**config.mk**
```make
export PLATFORM = sky130hd
export DESIGN_NAME = multicycle_ctrl_flat
export DESIGN_NICKNAME = d
export VERILOG_FILES = /design/src/rtl/ctrl_pkg.sv /design/src/rtl/multicycle_ctrl_if.sv /design/src/rtl/imm_src_dec.sv /design/src/rtl/multicycle_ctrl.sv /design/src/flat_wrapper.sv
export SDC_FILE = /design/constraint.sdc
export NUM_CORES = 1
export LEC_CHECK = 0
export ABC_AREA = 1
export CAP_MARGIN = 20
export CORE_MARGIN = 4
export CORE_UTILIZATION = 45
export DETAILED_ROUTE_END_ITERATION = 7
export GPL_ROUTABILITY_DRIVEN = 0
export PLACE_DENSITY = 0.91
export SYNTH_ARGS = -nofsm -noshare
export SYNTH_HDL_FRONTEND = slang
export SYNTH_HIERARCHICAL = 1
export SYNTH_SLANG_ARGS = --single-unit
```
**constraint.sdc**
```tcl
create_clock -name clk -period 2 [get_ports clk]
set_input_delay 0.3 -clock clk [delete_from_list [all_inputs] [get_ports clk]]
set_output_delay 0.3 -clock clk [all_outputs]
set_load 0.05 [all_outputs]
```
**src/rtl/ctrl_pkg.sv**
```systemverilog
// rtl/ctrl_pkg.sv - state, opcode and datapath select encodings for multicycle_ctrl
package ctrl_pkg;

    typedef enum logic [3:0] {
        FETCH, DECODE, MEMADR, MEMREAD, MEMWB, MEMWRITE,
        EXECR, EXECI, ALUWB, JAL, BEQ, LUI, TRAP
    } state_t;

    localparam logic [6:0] OP_LW  = 7'b0000011;
    localparam logic [6:0] OP_SW  = 7'b0100011;
    localparam logic [6:0] OP_R   = 7'b0110011;
    localparam logic [6:0] OP_I   = 7'b0010011;
    localparam logic [6:0] OP_JAL = 7'b1101111;
    localparam logic [6:0] OP_BEQ = 7'b1100011;
    localparam logic [6:0] OP_LUI = 7'b0110111;

    localparam logic [1:0] SRC_A_PC     = 2'b00;
    localparam logic [1:0] SRC_A_OLD_PC = 2'b01;
    localparam logic [1:0] SRC_A_RD1    = 2'b10;

    localparam logic [1:0] SRC_B_RD2  = 2'b00;
    localparam logic [1:0] SRC_B_IMM  = 2'b01;
    localparam logic [1:0] SRC_B_FOUR = 2'b10;

    localparam logic [1:0] RES_ALU_OUT    = 2'b00;
    localparam logic [1:0] RES_DATA       = 2'b01;
    localparam logic [1:0] RES_ALU_RESULT = 2'b10;
    localparam logic [1:0] RES_IMM        = 2'b11;

    localparam logic [1:0] ALU_ADD   = 2'b00;
    localparam logic [1:0] ALU_SUB   = 2'b01;
    localparam logic [1:0] ALU_FUNCT = 2'b10;

    localparam logic [2:0] IMM_I = 3'b000;
    localparam logic [2:0] IMM_S = 3'b001;
    localparam logic [2:0] IMM_B = 3'b010;
    localparam logic [2:0] IMM_J = 3'b011;
    localparam logic [2:0] IMM_U = 3'b100;

endpackage

```
**src/rtl/multicycle_ctrl_if.sv**
```systemverilog
// rtl/multicycle_ctrl_if.sv - unified memory request/ready handshake between controller and memory
// master (controller): drives mem_req, mem_write; samples mem_ready
// slave  (memory)    : samples mem_req, mem_write; drives mem_ready
interface multicycle_ctrl_if;
    logic mem_req;
    logic mem_write;
    logic mem_ready;

    modport master (output mem_req, output mem_write, input mem_ready);
    modport slave  (input mem_req, input mem_write, output mem_ready);
endinterface

```
**src/rtl/imm_src_dec.sv**
```systemverilog
// rtl/imm_src_dec.sv - combinational opcode to immediate-format select table
// in  op[6:0]            opcode
// out imm_src[IMM_SRC_W] immediate format select (lw/I 000, sw 001, beq 010, jal 011, lui 100)
module imm_src_dec import ctrl_pkg::*; #(
    parameter int IMM_SRC_W = 3
) (
    input  logic [6:0]           op,
    output logic [IMM_SRC_W-1:0] imm_src
);
    logic [2:0] sel;

    // Opcodes without an immediate fall through to the I format; nothing consumes it.
    always_comb begin
        sel = IMM_I;
        case (op)
            OP_SW:   sel = IMM_S;
            OP_BEQ:  sel = IMM_B;
            OP_JAL:  sel = IMM_J;
            OP_LUI:  sel = IMM_U;
            default: sel = IMM_I;
        endcase
    end

    assign imm_src = IMM_SRC_W'(sel);
endmodule

```
**src/rtl/multicycle_ctrl.sv**
```systemverilog
// rtl/multicycle_ctrl.sv - main control FSM of the multicycle RISC-V core with memory-ready waits
// in  clk, rst_n (async, active low), op[6:0], zero
// io  mem (multicycle_ctrl_if.master): mem_req, mem_write out; mem_ready in
// out ir_write, adr_src, pc_write, reg_write, alu_src_a[2], alu_src_b[2], result_src[2],
//     alu_op[ALU_OP_W], imm_src[IMM_SRC_W], instr_done
// out illegal_instr (only when CTRL_ILLEGAL_TRAP_EN is defined)
module multicycle_ctrl import ctrl_pkg::*; #(
    parameter bit MEM_WAIT  = 1'b1,
    parameter int ALU_OP_W  = 2,
    parameter int IMM_SRC_W = 3
) (
    input  logic                 clk,
    input  logic                 rst_n,
    input  logic [6:0]           op,
    input  logic                 zero,
    multicycle_ctrl_if.master    mem,
    output logic                 ir_write,
    output logic                 adr_src,
    output logic                 pc_write,
    output logic                 reg_write,
    output logic [1:0]           alu_src_a,
    output logic [1:0]           alu_src_b,
    output logic [1:0]           result_src,
    output logic [ALU_OP_W-1:0]  alu_op,
    output logic [IMM_SRC_W-1:0] imm_src,
`ifdef CTRL_ILLEGAL_TRAP_EN
    output logic                 illegal_instr,
`endif
    output logic                 instr_done
);
    state_t state, state_nxt;

    logic rdy;
    logic pc_update, branch;
    logic mem_req_c, mem_write_c, ir_write_c, adr_src_c, reg_write_c, done_c;
    logic [1:0] src_a_c, src_b_c, res_c, alu_op_c;
    logic [IMM_SRC_W-1:0] imm_src_raw;

    // Without wait support the memory is assumed to complete every access in one cycle.
    assign rdy = MEM_WAIT ? mem.mem_ready : 1'b1;

    imm_src_dec #(.IMM_SRC_W(IMM_SRC_W)) u_imm_src_dec (
        .op      (op),
        .imm_src (imm_src_raw)
    );

    always_ff @(posedge clk or negedge rst_n) begin
        if (!rst_n) state <= FETCH;
        else        state <= state_nxt;
    end

    always_comb begin
        state_nxt   = state;
        mem_req_c   = 1'b0;
        mem_write_c = 1'b0;
        ir_write_c  = 1'b0;
        adr_src_c   = 1'b0;
        reg_write_c = 1'b0;
        done_c      = 1'b0;
        pc_update   = 1'b0;
        branch      = 1'b0;
        src_a_c     = SRC_A_PC;
        src_b_c     = SRC_B_RD2;
        res_c       = RES_ALU_OUT;
        alu_op_c    = ALU_ADD;
        case (state)
            FETCH: begin
                mem_req_c  = 1'b1;
                src_b_c    = SRC_B_FOUR;
                res_c      = RES_ALU_RESULT;
                ir_write_c = rdy;
                pc_update  = rdy;
                if (rdy) state_nxt = DECODE;
            end
            DECODE: begin
                // Branch/jump target is computed here so it sits in alu_out for later states.
                src_a_c = SRC_A_OLD_PC;
                src_b_c = SRC_B_IMM;
                case (op)
                    OP_LW, OP_SW: state_nxt = MEMADR;
                    OP_R:         state_nxt = EXECR;
                    OP_I:         state_nxt = EXECI;
                    OP_JAL:       state_nxt = JAL;
                    OP_BEQ:       state_nxt = BEQ;
                    OP_LUI:       state_nxt = LUI;
                    default: begin
`ifdef CTRL_ILLEGAL_TRAP_EN
                        state_nxt = TRAP;
`else
                        state_nxt = FETCH;
                        done_c    = 1'b1;
`endif
                    end
                endcase
            end
            MEMADR: begin
                src_a_c   = SRC_A_RD1;
                src_b_c   = SRC_B_IMM;
                state_nxt = (op == OP_LW) ? MEMREAD : MEMWRITE;
            end
            MEMREAD: begin
                mem_req_c = 1'b1;
                adr_src_c = 1'b1;
                if (rdy) state_nxt = MEMWB;
            end
            MEMWB: begin
                res_c       = RES_DATA;
                reg_write_c = 1'b1;
                done_c      = 1'b1;
                state_nxt   = FETCH;
            end
            MEMWRITE: begin
                mem_req_c   = 1'b1;
                adr_src_c   = 1'b1;
                mem_write_c = rdy;
                done_c      = rdy;
                if (rdy) state_nxt = FETCH;
            end
            EXECR: begin
                src_a_c   = SRC_A_RD1;
                src_b_c   = SRC_B_RD2;
                alu_op_c  = ALU_FUNCT;
                state_nxt = ALUWB;
            end
            EXECI: begin
                src_a_c   = SRC_A_RD1;
                src_b_c   = SRC_B_IMM;
                alu_op_c  = ALU_FUNCT;
                state_nxt = ALUWB;
            end
            ALUWB: begin
                res_c       = RES_ALU_OUT;
                reg_write_c = 1'b1;
                done_c      = 1'b1;
                state_nxt   = FETCH;
            end
            JAL: begin
                // PC takes the target from alu_out while the ALU forms old_pc + 4 for rd.
                src_a_c   = SRC_A_OLD_PC;
                src_b_c   = SRC_B_FOUR;
                pc_update = 1'b1;
                state_nxt = ALUWB;
            end
            BEQ: begin
                src_a_c   = SRC_A_RD1;
                src_b_c   = SRC_B_RD2;
                alu_op_c  = ALU_SUB;
                branch    = 1'b1;
                res_c     = RES_ALU_OUT;
                done_c    = 1'b1;
                state_nxt = FETCH;
            end
            LUI: begin
                res_c       = RES_IMM;
                reg_write_c = 1'b1;
                done_c      = 1'b1;
                state_nxt   = FETCH;
            end
            TRAP:    state_nxt = TRAP;
            default: state_nxt = FETCH;
        endcase
    end

    // While rst_n is low every output is forced to zero, independent of the clock.
    assign mem.mem_req   = rst_n & mem_req_c;
    assign mem.mem_write = rst_n & mem_write_c;
    assign ir_write      = rst_n & ir_write_c;
    assign adr_src       = rst_n & adr_src_c;
    assign pc_write      = rst_n & (pc_update | (branch & zero));
    assign reg_write     = rst_n & reg_write_c;
    assign instr_done    = rst_n & done_c;
    assign alu_src_a     = rst_n ? src_a_c : 2'b00;
    assign alu_src_b     = rst_n ? src_b_c : 2'b00;
    assign result_src    = rst_n ? res_c : 2'b00;
    assign alu_op        = rst_n ? ALU_OP_W'(alu_op_c) : '0;
    assign imm_src       = rst_n ? imm_src_raw : '0;
`ifdef CTRL_ILLEGAL_TRAP_EN
    assign illegal_instr = rst_n & (state == TRAP);
`endif
endmodule
```
**src/flat_wrapper.sv**
```systemverilog
// flat-port wrapper written by rule: the top's interface ports become plain ports
module multicycle_ctrl_flat import ctrl_pkg::*;
#(
    parameter bit MEM_WAIT  = 1'b1,
    parameter int ALU_OP_W  = 2,
    parameter int IMM_SRC_W = 3
)
  (clk, rst_n, op, zero, ir_write, adr_src, pc_write, reg_write, alu_src_a, alu_src_b, result_src, alu_op, imm_src, instr_done, mem_mem_req, mem_mem_write, mem_mem_ready);
  multicycle_ctrl_if mem_i ();
  input  logic clk;
  input  logic rst_n;
  input  logic [6:0] op;
  input  logic zero;
  output logic ir_write;
  output logic adr_src;
  output logic pc_write;
  output logic reg_write;
  output logic [1:0] alu_src_a;
  output logic [1:0] alu_src_b;
  output logic [1:0] result_src;
  output logic [ALU_OP_W-1:0] alu_op;
  output logic [IMM_SRC_W-1:0] imm_src;
  output logic instr_done;
  output wire logic [$bits(mem_i.mem_req)-1:0] mem_mem_req;
  output wire logic [$bits(mem_i.mem_write)-1:0] mem_mem_write;
  input wire logic [$bits(mem_i.mem_ready)-1:0] mem_mem_ready;
  assign mem_mem_req = mem_i.mem_req;
  assign mem_mem_write = mem_i.mem_write;
  assign mem_i.mem_ready = mem_mem_ready;
  multicycle_ctrl #(.MEM_WAIT(MEM_WAIT), .ALU_OP_W(ALU_OP_W), .IMM_SRC_W(IMM_SRC_W)) u_core (.clk(clk), .rst_n(rst_n), .op(op), .zero(zero), .mem(mem_i), .ir_write(ir_write), .adr_src(adr_src), .pc_write(pc_write), .reg_write(reg_write), .alu_src_a(alu_src_a), .alu_src_b(alu_src_b), .result_src(result_src), .alu_op(alu_op), .imm_src(imm_src), .instr_done(instr_done));
endmodule
```
==> results.ini, run 1 <==
[global_routing]
grt_max_degree=15
groute.usage.overall_pct=25.4
grt_pass1_vias=962
grt_first_pass_wirelength_um=4100
grt_antenna_before_repair=0
overflow=0

[yosys]
yosys_warnings=6
synthCells=141
syn_area_um2=693
yosys_register_bits=4
netlist-cell-type-count=18
synth_nets=152
synth-edff-count=0
syn_area_per_cell_um2=4.92
synthArstFlopShare_pct=100
seq_area_frac_synth_pct=14.4
synth-main-ff-cell=dfrtp_1

[sta]
min_period_ns=1.93
worst_slew_pin_slew_ns=0.478
final.period_utilization_pct=96.4
fmax_mhz=519
layout_setup_ws_ns=0.0727
maxSlewViolCount=0
fin_skew_ns=0.00436
relSlewSlack_pct=68.1
fin_hold_ws_ns=0.364
finalSetupViolCount=0
hold_violations=0
fin_setup_tns_ns=0
rsz0062_at_grt=true

[clock_tree]
cts_buffers=3
cts_sinks=4
cts-root-buf=clkbuf_4
clk_pin_slew_worst_paths_ns=0.04
cts_buffer_depth=2
cts-htree-levels=1
clkLatencyLatePin_ns=0.24
cts_tree=built
ctsHoldBuffers=0

[detailed_routing]
routed_wl_um=2520
post-route-drc-count=0
firstDrtPassIters=6
wl_per_cell_um=13.3
ant_nets=0
drtIter0Drc=35
viasPerCell=5.35
vias=1011

[die]
rows=13
die_x_um=47.2
initial_core_util_pct=50.1
dieHeight_um=47.2
pin_count=29
die-area_um2=2230
core-area_um2=1380

[final_layout]
nets=187
reg.largest.list=u_core/state x4
drive_gt1_share_pct=25.9
synthToLayoutAreaGrowth_pct=81.9
regMostFlops=u_core/state
largest_reg_flops=4
diodes=0
fin_util_pct=91.2

[critical_path]
critPathArrivalTime_ns=1.63
ff2ff_path_depth=8
crit_fanout=7
critPathLaunchType=flop
cp.required_ns=1.70
crit_type=reg2out
cp-end-kind=primary output

[power_and_ir_drop]
pwr-share-clk_pct=10.4
p_seq_share_pct=13.6
power_frac_comb_pct=76.0
power.switching_w=0.000509
powerDensity_nw_per_um2=771
ir_worst_vdd_mv=0.543
power.internal_w=0.000463
swShare_pct=52.4
p_leak_nw=0.705

[worst_hold_path]
hp-class=in2async

[placement]
io_buffers=28
dpl.hpwl_um=2030
dpl_worst_slack_ns=-0.00606

[outcome]
status=finished clean

[flow_run]
maxCapViolations=0

[cell usage after synthesis, types with 2 or more instances]
library cell | instances | area, um2
nand2_1 | 47 | 176
inv_1 | 26 | 97.6
nor2_1 | 21 | 78.8
nand3_1 | 14 | 70.1
a21oi_1 | 8 | 40.0
nor3_1 | 6 | 30.0
dfrtp_1 | 4 | 100
inv_2 | 2 | 7.51
nand2_2 | 2 | 12.5
nor2_2 | 2 | 12.5
nor2_4 | 2 | 22.5
[per-layer routing]
| layer | share of wire [%] | vias up | track usage, % |
|---|---|---|---|
| met1 | 39 | 465 | 29.4 |
| met4 | 1.4 | 0 | 7.18 |
| li1 | - | 505 | - |
| met2 | 55 | 37 | 46.5 |
| met3 | 4.2 | 4 | 4.98 |
| met5 | 0 | - | 0 |
[power groups by stage]
stage	combinational (W)	clock, W	sequential (W)
floorplan	0.000408	0	0.000117
global placement	0.000702	0	0.000125
detailed placement	0.000720	0	0.000125
CTS	0.000732	0.000105	0.000126
global route	0.000789	0.000115	0.000133
finish	0.000739	0.000101	0.000132
[worst paths after layout]
| kind | from | end | slack [ns] |
|---|---|---|---|
| setup / recovery | u_core/state[2] | instr_done | 0.07 |
| hold / removal | rst_n | u_core/state[2] | 0.36 |
| setup reg to reg | u_core/state[1] | u_core/state[0] | 0.69 |
| hold reg to reg | u_core/state[1] | u_core/state[3] | 0.68 |
| max in group asynchronous | rst_n | u_core/state[2] | 1.50 |
| min in group clk | op[4] | u_core/state[2] | 0.59 |
[repair_timing]
| item | in CTS | in global routing |
|---|---|---|
| pin swaps | 1 | 1 |
| endpoints found under the setup margin | 1 | 6 |
| endpoints found under the hold margin | 0 | 0 |
| gates resized for setup | 3 | 12 |
| setup buffers | 1 | 0 |
[cell usage in the layout (no fill, tap or decap), types with 2 or more instances in the layout]
cell type and count:
a21oi_1 6, a21oi_2 2, buf_12 18, buf_4 3, clkbuf_4 3, clkdlybuf4s50_1 5, dfrtp_1 3, dlymetal6s2s_1 5
inv_1 25, inv_2 3, nand2_1 45, nand2_2 4, nand3_1 14, nor2_1 17, nor2_2 6, nor2_4 2
nor3_1 5
[kinds of logic (layout without fill, tap and decap cells)]
logic type | count (synthesis) | in the layout | share of synthesized area (%)
AOI/OAI and AO/OA | 11 | 11 | 8.48
and+or+nand+nor | 97 | 97 | 61.4
DFF | 4 | 4 | 14.4
buffers and inverters | 29 | 62 | 15.7
[area by class of cell]
class	instances	area, um2
clock buffer	3	22.5
tap	15	18.8
multi-input combinational	108	518
sequential	4	101
timing repair buffer	31	495
inverter	28	105
fill	59	121
[through the flow]
step | instances | power, W | area, um2
final | 189 | 0.000972 | 1260
after CTS | 189 | 0.000963 | 1230
after floorplan | 141 | 0.000525 | 704
after global placement | 185 | 0.000827 | 1190
after global routing | 189 | 0.00104 | 1260
after detailed placement | 185 | 0.000845 | 1190
[worst max-delay path, stage by stage, from the launching register on]
cell and delay [ns]:
dfrtp_2 0.46, nor2_4 0.15, inv_2 0.08, nor2_4 0.17
nand3_1 0.10, nor2_1 0.09, nor2_1 0.05, nor2_2 0.14
buf_12 0.16
(Power assumes the default switching activity.)
==> inputs of run 2 (changes only) <==
- CORE_UTILIZATION: 45 -> 42
- MAX_ROUTING_LAYER: unset -> met4
- PLACE_DENSITY: 0.91 -> 0.86
- REMOVE_ABC_BUFFERS: unset -> 1
- clock period: 2 -> 1.9 ns (I/O delays scaled with it)
==> run 2 against run 1 <==
  * The flow now finishes with violations (negative setup slack)
  * Count of clock-buffer cells in the layout is the same
  * Clock skew shrank 0.0027 ns
  * Global-route usage grew 3.7 points
  * First-iteration DRC count increased to 2.8 times the previous value
  * Worst hold slack lost 0.0076 ns
  * Highest routed layer unchanged
  * Utilization shrank 0.96 points
  * Critical endpoint is now pc_write
  * Clock power up 9.9%
  * Flip-flop and latch count is the same
==> results.ini, run 2 (synthesized netlist as in run 1, its figures left out) <==
[clock_tree]
cts_buffer_depth=2  ; unchanged
ctsHoldBuffers=0  ; unchanged
cts_tree=built
clk_pin_slew_worst_paths_ns=0.04  ; about the same
cts_buffers=3  ; unchanged
cts-root-buf=clkbuf_4
cts_sinks=4  ; unchanged
clkLatencyLatePin_ns=0.24  ; about the same
cts-htree-levels=1  ; unchanged

[final_layout]
reg.largest.list=u_core/state x4
synthToLayoutAreaGrowth_pct=101
final_common_cell=nand2_1
nets=197  ; +5.3%
diodes=0  ; unchanged
regMostFlops=u_core/state
drive_gt1_share_pct=35.9  ; +10 points
layout_common_cells=nand2_1 (45), inv_1 (24), buf_12 (18)
largest_reg_flops=4  ; unchanged

[outcome]
violations=negative setup slack
status=finished with violations

[detailed_routing]
wl_per_cell_um=16.5  ; +24%
viasPerCell=5.80  ; +8.3%
firstDrtPassIters=7  ; +1
drtIter0Drc=98  ; +180%
post-route-drc-count=0  ; unchanged
ant_nets=0  ; unchanged
vias=1159  ; +15%
routed_wl_um=3310  ; +31%

[power_and_ir_drop]
ir_worst_vdd_mv=0.744  ; +37%
p_leak_nw=0.738  ; +4.6%
powerDensity_nw_per_um2=841  ; +9.2%
power_w=0.00117  ; +20%

[sta]
maxSlewViolCount=0  ; unchanged
finalSetupViolCount=1  ; +1
hold_violations=0  ; unchanged
fmax_mhz=511
min_period_ns=1.96
fin_setup_tns_ns=-0.0574  ; -0.0574 ns
fin_skew_ns=0.00167  ; -0.00269 ns
rsz0062_at_grt=true
worst_slew_pin_slew_ns=0.496  ; +0.0183 ns
layout_setup_ws_ns=-0.0574  ; -0.130 ns
relSlewSlack_pct=66.9  ; -1.2 points
final.period_utilization_pct=103

[die]
dieHeight_um=48.6  ; +2.9%
rows=14  ; +1
pin_count=29  ; unchanged
die_x_um=48.6  ; +2.9%
core-area_um2=1540  ; +11%
die-area_um2=2360  ; +5.9%
initial_core_util_pct=45.0  ; -5.2 points

[critical_path]
critPathArrivalTime_ns=1.67  ; +0.04 ns
cp-end-kind=primary output
worstPathCellList=inv_1 > nand2_1 > inv_1 > nand3_1 > a31oi_1 > buf_12
critPathLaunchType=flop
slowest_stage=dfrtp_2
crit_type=reg2out
cp_common_cell=inv_1
cp.required_ns=1.62  ; -0.08 ns
reg2reg_slack_ns=0.53  ; -0.16 ns
critPathMaxStageDelay_ns=0.47  ; about the same
crit_fanout=6  ; -1

[global_routing]
grt_first_pass_wirelength_um=5350  ; +31%
grt_max_degree=15  ; unchanged
groute.usage.overall_pct=29.1  ; +3.7 points
overflow=0  ; unchanged
grt_antenna_before_repair=0  ; unchanged
grt_pass1_vias=1211  ; +26%

[flow_run]
maxCapViolations=0  ; unchanged

[placement]
dpl.hpwl_um=2170  ; +7.1%
io_buffers=28  ; unchanged

[worst_hold_path]
hp-class=in2async

[run 2: per-layer routing]
metal	GRT usage (%)	wire, um
met1	31.4	1160
met2	51.5	1690
met3	4.29	248
met4	13.9	214
met5	-	0
[run 2: cell type report]
cell class,count,area [um2]
Multi-Input combinational cell,108,579
Timing Repair Buffer,41,559
Fill cell,69,150
Sequential cell,4,105
Inverter,28,105
Clock buffer,3,22.5
Tap cell,16,20.0
[run 2: worst paths after layout]
path,end,depth (start not counted),startpoint
setup / recovery,pc_write,6,u_core/state[0]
hold / removal,u_core/state[2],2,rst_n
setup reg to reg,u_core/state[0],8,u_core/state[3]
hold reg to reg,u_core/state[0],2,u_core/state[0]
max in group asynchronous,u_core/state[3],2,rst_n
min in group clk,u_core/state[0],2,u_core/state[0]
[run 2: what timing repair did]
| item | 4_1_cts | 5_1_grt |
|---|---|---|
| pin swaps | 2 | 0 |
| buffers inserted | 2 | 1 |
| gates resized for setup | 14 | 21 |
| setup endpoints to repair | 10 | 16 |
[run 2: per-stage QoR]
stage                     utilization (%)  hold WS [ns]  cell area [um2]  setup slack (ns)  instances
after floorplan                         -       -0.0106              689            -0.416        140
after global placement               80.8         0.599             1240            0.0500        194
after detailed placement             80.8         0.604             1240           -0.0162        194
after CTS                            85.0         0.351             1310           0.00856        199
after global routing                 90.3         0.384             1390            -0.106        200
final                                90.3         0.357             1390           -0.0574        200
[run 2: report_power, final]
part           total, W  switching (W)  internal (W)  leakage [nW]
registers      0.000152      0.0000477      0.000105        0.0475
clock network  0.000111      0.0000400     0.0000710        0.0138
logic          0.000907       0.000538      0.000369         0.676
[run 2: worst max-delay path: cells and delay by family, from the launching register on]
family / cells / cell delay (ns)
DFF: 1 / 0.47
and+or+nand+nor: 2 / 0.23
AOI/OAI and AO/OA: 1 / 0.28
buffers and inverters: 3 / 0.44
==> inputs of run 3 (changes only) <==
- MAX_ROUTING_LAYER: met4 -> unset
==> run 3 against run 2 <==
  * Register-to-register slack about the same
  * Total power about the same
  * The flow still finishes with violations (negative setup slack)
  * Critical path depth unchanged
  * Largest cell class unchanged
  * Highest routed layer unchanged
  * Clock skew up 0.00064 ns
==> results.ini, run 3 (synthesized netlist as in run 1, its figures left out) <==
[power_and_ir_drop]
powerDensity_nw_per_um2=842  ; about the same
p_leak_nw=0.738  ; unchanged
power_frac_comb_pct=77.5  ; about the same
swShare_pct=53.5  ; about the same
power.switching_w=0.000627  ; about the same
p_seq_share_pct=13.0  ; about the same
ir_worst_vdd_mv=0.739  ; -0.71%
pwr-share-clk_pct=9.5  ; about the same
power.internal_w=0.000545  ; about the same

[outcome]
violations=negative setup slack
status=finished with violations

[final_layout]
fin_util_pct=90.3  ; unchanged
reg.largest.list=u_core/state x4
regMostFlops=u_core/state
nFillCells=69  ; unchanged
diodes=0  ; unchanged
layoutNonFillerInstCount=200  ; unchanged
layout_common_cells=nand2_1 (45), inv_1 (24), buf_12 (18)
largest_reg_flops=4  ; unchanged
nets=197  ; unchanged
final_common_cell=nand2_1
synthToLayoutAreaGrowth_pct=101  ; unchanged
drive_gt1_share_pct=35.9  ; unchanged

[critical_path]
cp-end-kind=primary output
crit_type=reg2out
cp.buffers_inverters=3  ; unchanged
r2r_end=u_core/state[0]
crit_fanout=6  ; unchanged
crit_family=flip-flops
ff2ff_path_depth=8  ; unchanged
cp.required_ns=1.62  ; about the same
slowest_stage=dfrtp_2
reg2reg_from=u_core/state[3]
worstPathCellList=inv_1 > nand2_1 > inv_1 > nand3_1 > a31oi_1 > buf_12
reg2reg_slack_ns=0.54  ; about the same
critPathMaxStageDelay_ns=0.47  ; about the same
critPathArrivalTime_ns=1.67  ; about the same
cp_common_cell=inv_1
critPathLaunchType=flop

[sta]
fin_skew_ns=0.00232  ; +0.000645 ns
maxSlewViolCount=0  ; unchanged
worst_slew_pin_slew_ns=0.502  ; +0.00570 ns
relSlewSlack_pct=66.5  ; -0.38 points
final.period_utilization_pct=103  ; about the same
hold_violations=0  ; unchanged
min_period_ns=1.96  ; +0.00190 ns
fmax_mhz=510  ; about the same
finalSetupViolCount=2  ; +1
layout_setup_ws_ns=-0.0593  ; -0.00190 ns
rsz0062_at_grt=true

[detailed_routing]
firstDrtPassIters=5  ; -2
vias=1145  ; -1.2%
viasPerCell=5.73  ; -1.2%
routed_wl_um=3320  ; +0.33%
ant_nets=0  ; unchanged
post-route-drc-count=0  ; unchanged
drtIter0Drc=91  ; -7.1%
wl_per_cell_um=16.6  ; +0.33%

[die]
rows=14  ; unchanged
core-area_um2=1540  ; unchanged
die-area_um2=2360  ; unchanged
initial_core_util_pct=45.0  ; unchanged
die_x_um=48.6  ; unchanged
pin_count=29  ; unchanged
dieHeight_um=48.6  ; unchanged

[clock_tree]
cts_buffer_depth=2  ; unchanged
cts_buffers=3  ; unchanged
clkLatencyLatePin_ns=0.24  ; about the same
cts_sinks=4  ; unchanged
ctsHoldBuffers=0  ; unchanged
clk_pin_slew_worst_paths_ns=0.04  ; about the same
cts-htree-levels=1  ; unchanged
cts-root-buf=clkbuf_4
cts_tree=built

[worst_hold_path]
hp-class=in2async

[global_routing]
grt_max_degree=15  ; unchanged
groute.usage.overall_pct=28.4  ; -0.71 points
overflow=0  ; unchanged
grt_first_pass_wirelength_um=5370  ; +0.26%
grt_antenna_before_repair=0  ; unchanged
grt_pass1_vias=1206  ; -0.41%

[flow_run]
maxCapViolations=0  ; unchanged

[placement]
dpl.hpwl_um=2170  ; unchanged
io_buffers=28  ; unchanged
dpl_worst_slack_ns=-0.0162  ; unchanged
dpl.cell_count=194  ; unchanged

## run 3: cell counts in the layout (fill, tap and decap cells not counted)
No cell type changed its count.
## run 3: area by class of cell
cell class	count	area, um2	area share (%)
Clock buffer	3	22.5	1.62
Inverter	28	105	7.55
Multi-Input combinational cell	108	579	41.6
Sequential cell	4	105	7.55
Tap cell	16	20.0	1.44
Timing Repair Buffer	41	559	40.2
## run 3: how the worst max path moves through the flow
| stage | from | to | slack, ns | cells past startpoint |
|---|---|---|---|---|
| 2_1_floorplan | u_core/state[3] | alu_op[0] | -0.42 | 2 |
| 5_1_grt | u_core/state[2] | pc_write | -0.11 | 5 |
| 4_1_cts | op[2] | imm_src[0] | 0.009 | 10 |
| 3_3_place_gp | op[5] | instr_done | 0.05 | 7 |
| 6_report | u_core/state[0] | pc_write | -0.06 | 6 |
| 3_5_place_dp | op[4] | imm_src[0] | -0.02 | 10 |
## run 3: timing repair
item / 4_1_cts / 5_1_grt
gates cloned: 0 / 0
setup endpoints to repair: 10 / 16
pin swaps: 2 / 0
buffers inserted: 2 / 1
gates resized for setup: 14 / 21
## run 3: layer usage
metal / wire length, um / track usage [%] / vias to the layer above
met2: 1700 / 51.3 / 78
met3: 246 / 4.60 / 30
li1: - / - / 525
met4: 223 / 13.9 / 0
met1: 1150 / 31.6 / 512
met5: 0 / 0 / -
## run 3: worst register-to-register path, stage by stage, from the launching register on
cell and delay [ns]:
dfrtp_2 0.44, inv_2 0.14, nand2_4 0.10, nor2_4 0.15, nand2_1 0.12, nand3_2 0.11
nor2_1 0.05, nand2_1 0.06, nand2_1 0.07
## run 3: per-stage QoR
stage	TNS (ns)	power (W)	hold WS [ns]	instance area, um2
finish	-0.0603	0.00117	0.356	1390
global route	-0.603	0.00123	0.384	1390
CTS	0	0.00108	0.351	1310
detailed placement	-0.0224	0.000918	0.604	1240
global placement	0	0.000895	0.599	1240
floorplan	-0.903	0.000550	-0.0106	689
## run 3: power groups by stage
stage / Combinational (W) / Sequential (W) / Clock (W)
after floorplan: 0.000427 / 0.000123 / 0
final: 0.000908 / 0.000152 / 0.000111
after global routing: 0.000956 / 0.000154 / 0.000117
after global placement: 0.000763 / 0.000132 / 0
after detailed placement: 0.000785 / 0.000133 / 0
after CTS: 0.000828 / 0.000137 / 0.000116
